File: config.mk
export PLATFORM = sky130hd
export DESIGN_NAME = ad9866_spi_responder_flat
export DESIGN_NICKNAME = d
export VERILOG_FILES = /design/src/rtl/ad9866_pkg.sv /design/src/rtl/ad9866_spi_responder_if.sv /design/src/rtl/spi_edge_sync.sv /design/src/rtl/ad9866_spi_responder.sv /design/src/flat_wrapper.sv
export SDC_FILE = /design/constraint.sdc
export NUM_CORES = 1
export LEC_CHECK = 0
export ABC_AREA = 1
export CAP_MARGIN = 20
export CORE_ASPECT_RATIO = 1.2
export CORE_MARGIN = 2
export CORE_UTILIZATION = 50
export DETAILED_ROUTE_END_ITERATION = 6
export PLACE_DENSITY = 0.66
export SYNTH_ARGS = -nofsm -noshare
export SYNTH_HDL_FRONTEND = slang
export SYNTH_SLANG_ARGS = --single-unit
File: constraint.sdc
create_clock -name clk -period 5 [get_ports clk]
set_input_delay 0.5 -clock clk [delete_from_list [all_inputs] [get_ports clk]]
set_output_delay 0.5 -clock clk [all_outputs]
set_load 0.05 [all_outputs]
File: src/rtl/ad9866_pkg.sv
// Shared constants, reset image and FSM state type for the AD9866 SPI responder.
package ad9866_pkg;

    localparam int unsigned ADDR_W = 5;

    localparam logic [ADDR_W-1:0] RX_GAIN_ADDR = 5'h09;
    localparam logic [ADDR_W-1:0] TX_GAIN_ADDR = 5'h0A;

    typedef logic [0:31][7:0] reg_table_t;

    // Element 0 is leftmost: entries 0..8 zero, 0x09/0x0A = 0x7F, 0x0B..0x1F zero.
    localparam reg_table_t REG_RESET_TABLE = {{9{8'h00}}, 8'h7F, 8'h7F, {21{8'h00}}};

    typedef enum logic [1:0] {IDLE, SHIFT, HOLD} spi_rsp_state_t;

endpackage

File: src/rtl/ad9866_spi_responder_if.sv
// 4-wire SPI configuration bus between the config master and the AD9866 responder.
interface ad9866_spi_responder_if;
    logic sclk;
    logic sen_n;
    logic sdio;
    logic sdo;
    logic sdo_oe;

    modport master (output sclk, output sen_n, output sdio, input sdo, input sdo_oe);
    modport slave  (input sclk, input sen_n, input sdio, output sdo, output sdo_oe);
endinterface

File: src/rtl/spi_edge_sync.sv
// Synchroniser for one asynchronous SPI input plus rise/fall detection on the synced value.
module spi_edge_sync #(
    parameter int unsigned SYNC_STAGES = 2
) (
    input  logic clk,
    input  logic d_i,
    output logic sync_o,
    output logic rise_o,
    output logic fall_o
);

    logic [SYNC_STAGES-1:0] sync_q;
    logic                   dly_q;

    // No reset: the chain keeps tracking the pins so a reset never fabricates an edge.
    always_ff @(posedge clk) begin
        sync_q <= {sync_q[SYNC_STAGES-2:0], d_i};
        dly_q  <= sync_q[SYNC_STAGES-1];
    end

    assign sync_o = sync_q[SYNC_STAGES-1];
    assign rise_o = sync_q[SYNC_STAGES-1] & ~dly_q;
    assign fall_o = ~sync_q[SYNC_STAGES-1] & dly_q;

endmodule

File: src/rtl/ad9866_spi_responder.sv
// AD9866 SPI configuration responder: frame decode, register image, readback and gain outputs.
module ad9866_spi_responder
    import ad9866_pkg::*;
#(
    parameter int unsigned NUM_REGS    = 20,
    parameter int unsigned SYNC_STAGES = 2
) (
    input  logic                     clk,
    input  logic                     reset,
    ad9866_spi_responder_if.slave    spi,
    output logic                     wr_stb,
    output logic [ADDR_W-1:0]        wr_addr,
    output logic [7:0]               wr_data,
    output logic                     frame_err,
    output logic [5:0]               rx_gain,
    output logic [5:0]               tx_gain
);

    logic sclk_s, sclk_rise, sclk_fall;
    logic sen_s, sen_rise, sen_fall;
    logic sdio_s, sdio_rise, sdio_fall;

    spi_edge_sync #(.SYNC_STAGES(SYNC_STAGES)) u_sync_sclk (
        .clk(clk), .d_i(spi.sclk), .sync_o(sclk_s), .rise_o(sclk_rise), .fall_o(sclk_fall)
    );
    spi_edge_sync #(.SYNC_STAGES(SYNC_STAGES)) u_sync_sen (
        .clk(clk), .d_i(spi.sen_n), .sync_o(sen_s), .rise_o(sen_rise), .fall_o(sen_fall)
    );
    spi_edge_sync #(.SYNC_STAGES(SYNC_STAGES)) u_sync_sdio (
        .clk(clk), .d_i(spi.sdio), .sync_o(sdio_s), .rise_o(sdio_rise), .fall_o(sdio_fall)
    );

    logic unused_sync;
    assign unused_sync = ^{sclk_s, sen_s, sdio_rise, sdio_fall};

    spi_rsp_state_t     state_q, state_d;
    logic [3:0]         bitcnt_q, bitcnt_d;
    logic [15:0]        shreg_q, shreg_d;
    logic [7:0]         rdbyte_q, rdbyte_d;
    logic               rd_en_q, rd_en_d;
    logic               sdo_q, sdo_d;
    logic               sdo_oe_q, sdo_oe_d;
    logic               wr_stb_q, wr_stb_d;
    logic [ADDR_W-1:0]  wr_addr_q, wr_addr_d;
    logic [7:0]         wr_data_q, wr_data_d;
    logic               frame_err_q, frame_err_d;
    logic [7:0]         regs_q [NUM_REGS];
    logic [7:0]         regs_d [NUM_REGS];

    logic [15:0]        shift_nxt;
    logic [ADDR_W-1:0]  frm_addr;

    assign shift_nxt = {shreg_q[14:0], sdio_s};
    assign frm_addr  = shift_nxt[12:8];

    always_comb begin
        state_d     = state_q;
        bitcnt_d    = bitcnt_q;
        shreg_d     = shreg_q;
        rdbyte_d    = rdbyte_q;
        rd_en_d     = rd_en_q;
        sdo_d       = sdo_q;
        sdo_oe_d    = sdo_oe_q;
        wr_stb_d    = 1'b0;
        wr_addr_d   = wr_addr_q;
        wr_data_d   = wr_data_q;
        frame_err_d = 1'b0;
        regs_d      = regs_q;

        unique case (state_q)
            IDLE: begin
                if (sen_fall) begin
                    state_d  = SHIFT;
                    bitcnt_d = 4'd0;
                    shreg_d  = 16'h0000;
                    rd_en_d  = 1'b0;
                    sdo_oe_d = 1'b0;
                    sdo_d    = 1'b0;
                end
            end
            SHIFT: begin
                if (sclk_rise) begin
                    shreg_d  = shift_nxt;
                    bitcnt_d = bitcnt_q + 4'd1;
                    // After the 8th rise the low byte of shift_nxt is {R/W, rsvd, addr}.
                    if (bitcnt_q == 4'd7) begin
                        rd_en_d  = shift_nxt[7];
                        rdbyte_d = (32'(shift_nxt[4:0]) < NUM_REGS) ? regs_q[shift_nxt[4:0]]
                                                                     : 8'h00;
                    end
                    if (bitcnt_q == 4'd15) begin
                        // A coincident sen_n rise is folded in here so the frame still commits.
                        state_d = sen_rise ? IDLE : HOLD;
                        if (sen_rise) begin
                            sdo_oe_d = 1'b0;
                            sdo_d    = 1'b0;
                        end
                        if (!shift_nxt[15] && (32'(frm_addr) < NUM_REGS)) begin
                            regs_d[frm_addr] = shift_nxt[7:0];
                            wr_stb_d         = 1'b1;
                            wr_addr_d        = frm_addr;
                            wr_data_d        = shift_nxt[7:0];
                        end
                    end else if (sen_rise) begin
                        state_d     = IDLE;
                        frame_err_d = 1'b1;
                        sdo_oe_d    = 1'b0;
                        sdo_d       = 1'b0;
                    end
                end else if (sen_rise) begin
                    state_d     = IDLE;
                    frame_err_d = 1'b1;
                    sdo_oe_d    = 1'b0;
                    sdo_d       = 1'b0;
                end else if (sclk_fall && rd_en_q && bitcnt_q[3]) begin
                    // Falls 8..15 present rdbyte bits 7..0.
                    sdo_oe_d = 1'b1;
                    sdo_d    = rdbyte_q[~bitcnt_q[2:0]];
                end
            end
            HOLD: begin
                if (sen_rise) begin
                    state_d  = IDLE;
                    sdo_oe_d = 1'b0;
                    sdo_d    = 1'b0;
                end
            end
            default: state_d = IDLE;
        endcase
    end

    always_ff @(posedge clk) begin
        if (reset) begin
            state_q     <= IDLE;
            bitcnt_q    <= 4'd0;
            shreg_q     <= 16'h0000;
            rdbyte_q    <= 8'h00;
            rd_en_q     <= 1'b0;
            sdo_q       <= 1'b0;
            sdo_oe_q    <= 1'b0;
            wr_stb_q    <= 1'b0;
            wr_addr_q   <= '0;
            wr_data_q   <= 8'h00;
            frame_err_q <= 1'b0;
            for (int i = 0; i < NUM_REGS; i++) begin
                regs_q[i] <= REG_RESET_TABLE[i];
            end
        end else begin
            state_q     <= state_d;
            bitcnt_q    <= bitcnt_d;
            shreg_q     <= shreg_d;
            rdbyte_q    <= rdbyte_d;
            rd_en_q     <= rd_en_d;
            sdo_q       <= sdo_d;
            sdo_oe_q    <= sdo_oe_d;
            wr_stb_q    <= wr_stb_d;
            wr_addr_q   <= wr_addr_d;
            wr_data_q   <= wr_data_d;
            frame_err_q <= frame_err_d;
            regs_q      <= regs_d;
        end
    end

    assign spi.sdo    = sdo_q;
    assign spi.sdo_oe = sdo_oe_q;
    assign wr_stb     = wr_stb_q;
    assign wr_addr    = wr_addr_q;
    assign wr_data    = wr_data_q;
    assign frame_err  = frame_err_q;
    assign rx_gain    = regs_q[RX_GAIN_ADDR][5:0];
    assign tx_gain    = regs_q[TX_GAIN_ADDR][5:0];

endmodule

File: src/flat_wrapper.sv
// flat-port wrapper written by rule: the top's interface ports become plain ports
module ad9866_spi_responder_flat import ad9866_pkg::*;
#(
    parameter int unsigned NUM_REGS    = 20,
    parameter int unsigned SYNC_STAGES = 2
)
  (clk, reset, wr_stb, wr_addr, wr_data, frame_err, rx_gain, tx_gain, spi_sclk, spi_sen_n, spi_sdio, spi_sdo, spi_sdo_oe);
  ad9866_spi_responder_if spi_i ();
  input  logic clk;
  input  logic reset;
  output logic wr_stb;
  output logic [ADDR_W-1:0] wr_addr;
  output logic [7:0] wr_data;
  output logic frame_err;
  output logic [5:0] rx_gain;
  output logic [5:0] tx_gain;
  input wire logic [$bits(spi_i.sclk)-1:0] spi_sclk;
  input wire logic [$bits(spi_i.sen_n)-1:0] spi_sen_n;
  input wire logic [$bits(spi_i.sdio)-1:0] spi_sdio;
  output wire logic [$bits(spi_i.sdo)-1:0] spi_sdo;
  output wire logic [$bits(spi_i.sdo_oe)-1:0] spi_sdo_oe;
  assign spi_i.sclk = spi_sclk;
  assign spi_i.sen_n = spi_sen_n;
  assign spi_i.sdio = spi_sdio;
  assign spi_sdo = spi_i.sdo;
  assign spi_sdo_oe = spi_i.sdo_oe;
  ad9866_spi_responder #(.NUM_REGS(NUM_REGS), .SYNC_STAGES(SYNC_STAGES)) u_core (.clk(clk), .reset(reset), .spi(spi_i), .wr_stb(wr_stb), .wr_addr(wr_addr), .wr_data(wr_data), .frame_err(frame_err), .rx_gain(rx_gain), .tx_gain(tx_gain));
endmodule
## Word level (Yosys, flattened, before mapping)

Index checks and enable logic that the tools add are counted.

| operators by class | value |
|---|---|
| add/sub/neg operators | 1 |
| order comparisons | 6 |
| equal/unequal tests | 8 |
| muxes and demuxes | 39 |
| bitwise operators | 14 |
| reduce and logical (&&, ||, !) cells | 15 |

Operators with widths:

| operator | number |
|---|---|
| $bwmux W160 | 1 |
| $bmux W8 S5 | 1 |
| $demux W8 S5 | 1 |
| $mux W8 | 4 |
| $mux W15 | 2 |
| $pmux W15 S2 | 1 |
| $mux W1 | 16 |
| $ge A6 B6 Y1 const B | 2 |
| $not A5 Y6 | 2 |
| $lt A5 B5 Y1 const B | 2 |
| $mux W2 | 5 |
| $reduce_and A3 Y1 | 3 |
| $mux W4 | 2 |
| $pmux W4 S2 | 1 |
| $reduce_and A4 Y1 | 2 |
| $not A1 Y1 | 7 |
| $lt A6 B1 Y1 const B | 1 |
| $ne A2 B1 Y1 const B | 3 |
| $pmux W1 S3 | 2 |
| $pmux W2 S3 | 1 |
| $add A4 B1 Y4 const B | 1 |
| $and A1 B1 Y1 | 4 |
| $eq A4 B3 Y1 const B | 1 |
| $eq A4 B4 Y1 const B | 1 |
| 14 further kinds | 17 |

| storage, ports and cells | value |
|---|---|
| flip-flop bits (word level) | 215 |
| input bits | 5 |
| output and inout port bits | 29 |
| logic and storage cells | 119 |

## Logic depth before layout (Yosys ltp)

Gate-level depths: netlist of run 1.

| logic depth | value |
|---|---|
| depth in word-level cells | 8 |
| gate-level depth with buffers | 13 |
| mapped depth without buffers | 12 |

## Cells and area by module

Synthesis of run 1 repeated with hierarchy kept, for this count alone.

| second synthesis, totals | value |
|---|---|
| cells, all modules | 1367 |
| area total of the unflattened synthesis | 9654.3 um^2 |

Modules (own cells, without submodules):

| module | times used | cells each | area each (um^2) | sequential area each (um^2) |
|---|---|---|---|---|
| ad9866_spi_responder | 1 | 1346 | 9429.0 | 4144.0 |
| spi_edge_sync | 3 | 7 | 75.1 | 60.1 |

## Worst setup path after synthesis of run 1

Ideal clock, no wire load.

| timing | value |
|---|---|
| path type | reg2reg |
| from | register u_core.state_q[1] |
| to | register u_core.regs_q[110] in the netlist's numbering |
| library setup time | 0.119 ns |
| arrival time | 1.733 ns |
| required time | 4.881 ns |
| setup slack | 3.148 ns |
| stages on the path, launching flop included | 14 |
| buffers on the path | 1 |
| clock period less this slack | 1.852 ns |
| cells stage by stage | dfxtp_1 > inv_1 > ha_1 > inv_1 > nor2_1 > o21a_1 > nand2_4 > inv_6 > nand2_4 > inv_2 > nand2_1 > buf_6 > o21ai_0 > a21oi_1 |

| between the ends | value |
|---|---|
| word-level cells in the longest chain between the ends | 2 |

RTL lines:

| what | RTL line | source |
|---|---|---|
| from (decl) | ad9866_spi_responder.sv:36 | `spi_rsp_state_t state_q, state_d;` |
| from (signal assigned) | ad9866_spi_responder.sv:149 | `state_q <= state_d;` |
| $eq A2 B1 Y1 | ad9866_spi_responder.sv:70 | `unique case (state_q)` |
| $reduce_and A4 Y1 (no line) | - |  |
| to (signal, indexed assignment) | ad9866_spi_responder.sv:146 | `regs_q[i] <= REG_RESET_TABLE[i];` |
| to (signal assigned) | ad9866_spi_responder.sv:160 | `regs_q <= regs_d;` |
| to (decl) | ad9866_spi_responder.sv:47 | `logic [7:0] regs_q [NUM_REGS];` |

No other way between the ends.
A chain may end at the register's enable or synchronous reset.

## Worst setup path in the final report of run 1

| timing | value |
|---|---|
| from | register u_core.state_q[1] |
| to | register u_core.rdbyte_q[6] |

| between the ends | value |
|---|---|
| word-level cells in the longest chain between the ends | 2 |

RTL lines:

| what | RTL line | source |
|---|---|---|
| $eq A2 B1 Y1 | ad9866_spi_responder.sv:70 |  |
| $reduce_and A3 Y1 (no line) | - |  |
| to (signal assigned) | ad9866_spi_responder.sv:152 | `rdbyte_q <= rdbyte_d;` |
| to (decl) | ad9866_spi_responder.sv:39 | `logic [7:0] rdbyte_q, rdbyte_d;` |

No other way between the ends.

==> results of run 1 <==
-- state kept, by name (all words and copies together) (netlist names), 4 cells and up --
name,cells
u_core.bitcnt_q,4
u_core.rdbyte_q,8
u_core.regs_q,148
u_core.rx_gain,6
u_core.shreg_q,15
u_core.tx_gain,6
u_core.wr_addr,5
u_core.wr_data,8
-- critical path: cells and delay by family, from the launching register on --
family	cells	cell delay (ns)
AO/OA/AOI/OAI	1	0.13
AND/OR/NAND/NOR	3	1.13
flip-flops	1	0.32
adder cells (fa/ha/maj)	1	0.27
buffers and inverters	3	0.60
-- cell families after synthesis --
family / after synthesis / synth area share, %
AOI/OAI and AO/OA: 423 / 23.0
buffers and inverters: 288 / 12.4
and+or+nand+nor: 423 / 19.0
adders and majority gates: 5 / 0.653
DFF: 215 / 44.9
-- area by class of cell --
type | count | area, um2
multi-input cells | 851 | 4090
inverters | 183 | 693
well taps | 256 | 320
repair buffers | 43 | 400
flip-flops and latches | 215 | 4310
fillers | 1898 | 8320
clock buffers | 34 | 667
clock inverters | 6 | 55.1
-- final timing paths --
| kind | end | cells past startpoint | from | slack, ns |
|---|---|---|---|---|
| min reg2reg | u_core.u_sync_sclk.sync_q[1] | 0 | u_core.u_sync_sclk.sync_q[0] | 0.33 |
| min | u_core.u_sync_sclk.sync_q[1] | 0 | u_core.u_sync_sclk.sync_q[0] | 0.33 |
| max reg2reg | u_core.rdbyte_q[6] | 8 | u_core.state_q[1] | 2.45 |
| max | u_core.rdbyte_q[6] | 8 | u_core.state_q[1] | 2.45 |
-- layout by cell type (no fill, tap or decap), drive strengths merged, types with 2 or more instances in the layout --
cell type / n
nand2: 271
dfxtp: 215
a21oi: 205
o21ai: 185
inv: 179
nand3: 103
nor2: 38
clkbuf: 34
clkdlybuf4s50: 32
o21a: 18
buf: 11
o211ai: 10
nor3: 10
clkinv: 9
ha: 5
a211oi: 2
-- layer usage --
metal	global-route usage, %	wire, um
met1	33.7	11400
met2	40.2	11300
met3	2.74	1170
met4	6.33	396
met5	0	0
-- through the flow --
stage	area, um2	hold WS, ns
2_1_floorplan	9580	0.310
5_1_grt	10500	0.338
3_5_place_dp	9810	0.312
4_1_cts	10500	0.326
6_report	10500	0.326
3_3_place_gp	9810	0.312
-- report_power, final --
group | switching (mW) | internal, mW
Combinational | 0.136 | 0.0551
Sequential | 0.0109 | 1.72
Clock | 0.678 | 0.970
==> metrics.md, run 1 <==
| Metric | Value |
|---|---|
| Number of DRC markers in iteration 0 | `604` |
| Die W | `between 100 and 150 um` |
| Worst slew margin | `36.6%` |
| Primary FF master, synth | `dfxtp_1` |
| CTS root buf | `clkbuf_16` |
| Top cells by area, synth | `dfxtp_1 45%, a21oi_1 11%, nand2_1 10%` |
| Final worst slack | `2.45 ns` |
| Critical Path Fanout Max | `18` |
| EDFF count, synth | `0` |
| N_diodes | `0` |
| RSZ-0062 raised after global routing | `false` |
| Yosys reg bits | `roughly 220` |
| Crit-path max cell delay | `0.58 ns` |
| Final setup violation count | `0` |
| Cells along the critical path | `inv_1, ha_1, inv_1, nor2_2, nand2_1, inv_1, nand2_1, a21oi_1` |
| CTS tree | `built` |
| Vias in the first global route | `7678` |
| Most common cell in the synthesized netlist | `nand2_1` |
| Largest net degree at the start of global routing | `105` |
| Inst Count DP | `about 1500` |
| Area share of the largest cell type after synthesis | `approximately 45%` |
| Core area | `18900 um2` |
| Die Ht | `156 um` |
| Vias/cell | `around 5.2` |
| Status | `finished, final reports clean` |
| Synth cell types | `30` |
| Via count | `around 8300` |
| Layout cell share with drive strength beyond 1 | `between 5 and 6%` |
| Die area | `20300 um2` |
| DRC viols | `0` |
| Slowest cell on the critical path | `nor2_2` |
| Post-route clock skew | `0.00908 ns` |
| Final HPWL DP | `14700 um` |
| Antenna viol nets, final | `0` |
| Post-CTS Setup Bufs | `0` |
| Post-cts gate resize count | `0` |
| Power consumption | `3.57 mW` |
| First-pass GRT wire length | `39800 um` |
| Min Tclk post-route | `2.55 ns` |
| Routed WL | `roughly 24000 um` |
| Ports | `34` |
| Final Non-Filler Cells | `1588` |
| Synth Net Count | `1364` |
| Worst EP required | `approximately 5.4 ns` |
| Final Max Tran Viols | `0` |
| FMAX | `392 MHz` |
| Clock Pin Slew Worst Setup and Hold Paths | `0.06 ns` |
| LEAKAGE | `4.26 nW` |
| Post-Syn Instances | `1354` |
| Yosys top cell by area | `dfxtp_1` |
| Final count of hold timing violations | `0` |
| Hold_buf cts | `0` |
| Place WS | `around 2.4 ns` |
| Asr flop ratio synth | `0%` |
| TritonCTS Buffers | `23` |
| Worst setup EP type | `register` |
| NumNets Final | `1327` |
| Util after Layout | `between 50% and 60%` |
| CTS Buffer Depth | `3` |
| Synth Warn # | `0` |
| Syn avg cell area | `just over 7 um2` |
| Cell Rows | `55` |
| First drt pass iteration count | `5` |
| Startpoint types | `register` |
| PD cells | `339 nW/um2` |
| Peak supply drop | `~250 uV` |
| IO Port Bufs | `33` |
| Post-synthesis sequential area ratio | `approximately 45%` |
| Skew-Pair Late Insertion Delay | `approximately 0.5 ns` |
| GRT Residual Overflow | `0` |
| Final weighted congestion in routability-driven placement | `~0.87` |
| Worst Tran Pin Value | `0.950 ns` |
| Average routed wire per standard cell | `15.3 um` |
| Synth cell count leaders | `264 x nand2_1, 215 x dfxtp_1, 205 x a21oi_1` |
| Max Cap Viol | `0` |
| Initial core utilization | `50.8%` |
| TNS Setup | `0 ns` |
| Sink Count | `215` |
| Tot GR Track Use | `24.3%` |
| Part of the cycle the worst path needs | `51.0%` |
| Post-synthesis to final-layout area growth | `9.94%` |
| Min-delay worst type | `reg2reg` |
| CTS HTree Levels | `1` |
| Crit path DAT | `2.98 ns` |
| Most common cell on crit path | `inv_1` |
| Post-Syn Area | `9580 um2` |
| CP Class | `reg2reg` |
| Antenna violations before repair | `0` |
No activity file was read; power rests on OpenSTA's default activity.
==> inputs of run 2 (changes only) <==
==> constraint.sdc (replaced) <==
create_clock -name clk -period 2.4 [get_ports clk]
set_input_delay 0.24 -clock clk [delete_from_list [all_inputs] [get_ports clk]]
set_output_delay 0.24 -clock clk [all_outputs]
set_load 0.05 [all_outputs]
==> run 2 against run 1 <==
Cell area grew 2.9%. Clock skew is 0.0028 ns lower. Register-to-register slack got worse by 2.2 ns. Total power grew 110%.
==> metrics.md, run 2 (synthesized netlist as in run 1, its figures left out) <==
| Metric | Value |
|---|---|
| First-pass GRT wire length | `40400 um (was 39800 um)` |
| Power consumption | `7.59 mW (was 3.57 mW)` |
| Net Sw Power | `1.75 mW (was 0.825 mW)` |
| Tot GR Track Use | `24.6% (was 24.3%)` |
| Inst Count DP | `1575 (was 1548)` |
| Die W | `130 um (unchanged)` |
| Average routed wire per standard cell | `15.2 um (was 15.3 um)` |
| Most common cell after layout, fill and taps aside | `nand2_1 (unchanged)` |
| CTS root buf | `clkbuf_16 (unchanged)` |
| Max Cap Viol | `0 (unchanged)` |
| Routed WL | `24600 um (was 24200 um)` |
| GRT Residual Overflow | `0 (unchanged)` |
| PD cells | `700 nW/um2 (was 339 nW/um2)` |
| Peak supply drop | `538 uV (was 249 uV)` |
| Top flop regs | `u_core.regs_q (148), u_core.shreg_q (15) (unchanged)` |
| Min-delay worst type | `in2reg (was reg2reg)` |
| Vias/cell | `5.26 (was 5.24)` |
| Vias in the first global route | `7995 (was 7678)` |
| Worst setup EP type | `register (unchanged)` |
| Layout cell share with drive strength beyond 1 | `7.14% (was 5.03%)` |
| TritonCTS Buffers | `22 (was 23)` |
| Sink Count | `215 (unchanged)` |
| Startpoint types | `register (unchanged)` |
| TNS Setup | `0 ns (unchanged)` |
| DRC viols | `0 (unchanged)` |
| Final count of hold timing violations | `0 (unchanged)` |
| Max reg flops | `148 (unchanged)` |
| Part of the power in combinational logic | `6.0% (was 5.4%)` |
| Antenna viol nets, final | `0 (unchanged)` |
| Ports | `34 (unchanged)` |
| Critical Path Fanout Max | `16 (was 18)` |
| Clock Pin Slew Worst Setup and Hold Paths | `0.06 ns (about the same)` |
| Worst EP required | `2.78 ns (was 5.43 ns)` |
| Reg2reg start | `u_core.state_q[1] (unchanged)` |
| Skew-Pair Late Insertion Delay | `0.51 ns (about the same)` |
| Sw Share | `23.0% (was 23.1%)` |
| RSZ-0062 raised after global routing | `false (unchanged)` |
| Final HPWL DP | `15200 um (was 14700 um)` |
| Sequential Power Share | `47.3% (was 48.5%)` |
| Post-route clock skew | `0.00632 ns (was 0.00908 ns)` |
| FMAX | `474 MHz (was 392 MHz)` |
| HP Start | `spi_sclk (was u_core.u_sync_sclk.sync_q[0])` |
| Final setup violation count | `0 (unchanged)` |
| CTS Buffer Depth | `3 (unchanged)` |
| Part of the cycle the worst path needs | `87.9% (was 51.0%)` |
| Final weighted congestion in routability-driven placement | `0.793 (was 0.870)` |
| Most frequent cells in the layout | `263 x nand2_1, 213 x dfxtp_1, 205 x a21oi_1 (was 264 x nand2_1, 213 x dfxtp_1, 205 x a21oi_1)` |
| P_int | `5.84 mW (was 2.74 mW)` |
| R2R Setup Slk | `0.29 ns (was 2.45 ns)` |
| Length in cells of the worst reg-to-reg path | `10 (was 8)` |
| N_diodes | `0 (unchanged)` |
| Hold_buf cts | `0 (unchanged)` |
| Antenna violations before repair | `0 (unchanged)` |
| Initial core utilization | `50.8% (unchanged)` |
| LEAKAGE | `4.43 nW (was 4.26 nW)` |
| Cell Rows | `55 (unchanged)` |
| Worst Tran Pin Value | `0.901 ns (was 0.950 ns)` |
| Top reg by flops | `u_core.regs_q (unchanged)` |
| Die Ht | `156 um (unchanged)` |
| Via count | `8494 (was 8328)` |
| Die area | `20300 um2 (unchanged)` |
| Post-synthesis to final-layout area growth | `13.2% (was 9.94%)` |
| Reg-to-reg endpoint | `u_core.regs_q[118] (was u_core.rdbyte_q[6])` |
| Worst slew margin | `39.5% (was 36.6%)` |
| Final Max Tran Viols | `0 (unchanged)` |
| Core area | `18900 um2 (unchanged)` |
| Util after Layout | `57.5% (was 55.9%)` |
| CTS tree | `built (unchanged)` |
| Clock Power Share | `46.7% (was 46.2%)` |
| Final Non-Filler Cells | `1615 (was 1588)` |
| Number of DRC markers in iteration 0 | `588 (was 604)` |
| Largest net degree at the start of global routing | `112 (was 105)` |
| Status | `finished, final reports clean (unchanged)` |
| Min Tclk post-route | `2.11 ns (was 2.55 ns)` |
| WHS Endpoint | `u_core.u_sync_sclk.sync_q[0] (was u_core.u_sync_sclk.sync_q[1])` |
| NumNets Final | `1353 (was 1327)` |
| CP Class | `reg2reg (unchanged)` |
| Hold path depth | `1 (was 0)` |
| Crit path DAT | `2.49 ns (was 2.98 ns)` |
| IO Port Bufs | `33 (unchanged)` |
| CTS HTree Levels | `1 (unchanged)` |
| First drt pass iteration count | `5 (unchanged)` |
run 2: cell types whose count changed in the layout (fill, tap and decap cells not counted), sizes merged:
cell,previous run,this run
buf,11,38
clkbuf,34,32
bufinv,1,2
clkinvlp,0,1
run 2: critical path, cell delays in order, from the launching register on:
cell and delay [ns]:
dfxtp_1 0.34, inv_1 0.10, ha_1 0.17, inv_1 0.09, nor2_1 0.11, o21a_1 0.17, nand2_4 0.10, nor3_4 0.23
nand2_1 0.33, o21ai_0 0.30, a21oi_1 0.06
run 2: through the flow:
step | area, um2 | hold slack, ns | setup WS [ns]
detailed placement | 10100 | 0.313 | 0.284
global route | 10800 | 0.175 | 0.00272
finish | 10800 | 0.178 | 0.291
floorplan | 9580 | 0.268 | 0.548
global placement | 10100 | 0.312 | 0.371
CTS | 10800 | 0.170 | 0.180
run 2: power groups by stage:
| stage | clock network (mW) | registers (mW) | logic (mW) |
|---|---|---|---|
| final | 3.55 | 3.59 | 0.452 |
| after CTS | 3.60 | 3.59 | 0.451 |
| after floorplan | 0 | 3.67 | 0.312 |
| after global placement | 0 | 3.67 | 0.447 |
| after detailed placement | 0 | 3.67 | 0.448 |
| after global routing | 3.72 | 3.59 | 0.510 |
run 2: final cells by class:
class | count | area [um2]
timing repair buffer | 70 | 678
inverter | 183 | 693
tap | 256 | 320
clock inverter | 8 | 92.6
fill | 1856 | 8010
clock buffer | 32 | 659
sequential | 215 | 4310
multi-input combinational | 851 | 4090
run 2: metal layers:
metal / wire length (um) / share of wire (%) / track usage [%] / up-vias
met5: 0 / 0 / 0 / -
met4: 486 / 2.0 / 6.53 / 0
li1: - / - / - / 4352
met1: 11200 / 45 / 33.0 / 3913
met2: 11800 / 48 / 42.1 / 186
met3: 1140 / 4.6 / 2.71 / 43
run 2: how the worst max path moves through the flow:
stage,from,endpoint
finish,u_core.state_q[1],u_core.regs_q[118]
detailed placement,u_core.state_q[1],u_core.regs_q[122]
CTS,u_core.state_q[1],u_core.regs_q[124]
floorplan,u_core.state_q[1],u_core.regs_q[110]
global route,u_core.state_q[1],u_core.regs_q[154]
global placement,u_core.state_q[1],u_core.regs_q[120]
run 2: timing repair:
action	in CTS	in global routing
endpoints found under the setup margin	0	3
gates resized for setup	0	3
buffers inserted	0	0
==> inputs of run 3 (changes only) <==
--- a/config.mk
+++ b/config.mk
@@ -12,6 +12,7 @@
 export CORE_UTILIZATION = 50
 export DETAILED_ROUTE_END_ITERATION = 6
 export PLACE_DENSITY = 0.66
+export SLEW_MARGIN = 20
 export SYNTH_ARGS = -nofsm -noshare
 export SYNTH_HDL_FRONTEND = slang
 export SYNTH_SLANG_ARGS = --single-unit
==> results of run 3 <==
No change in the layout: final DEF, timing and power equal those of run 2.
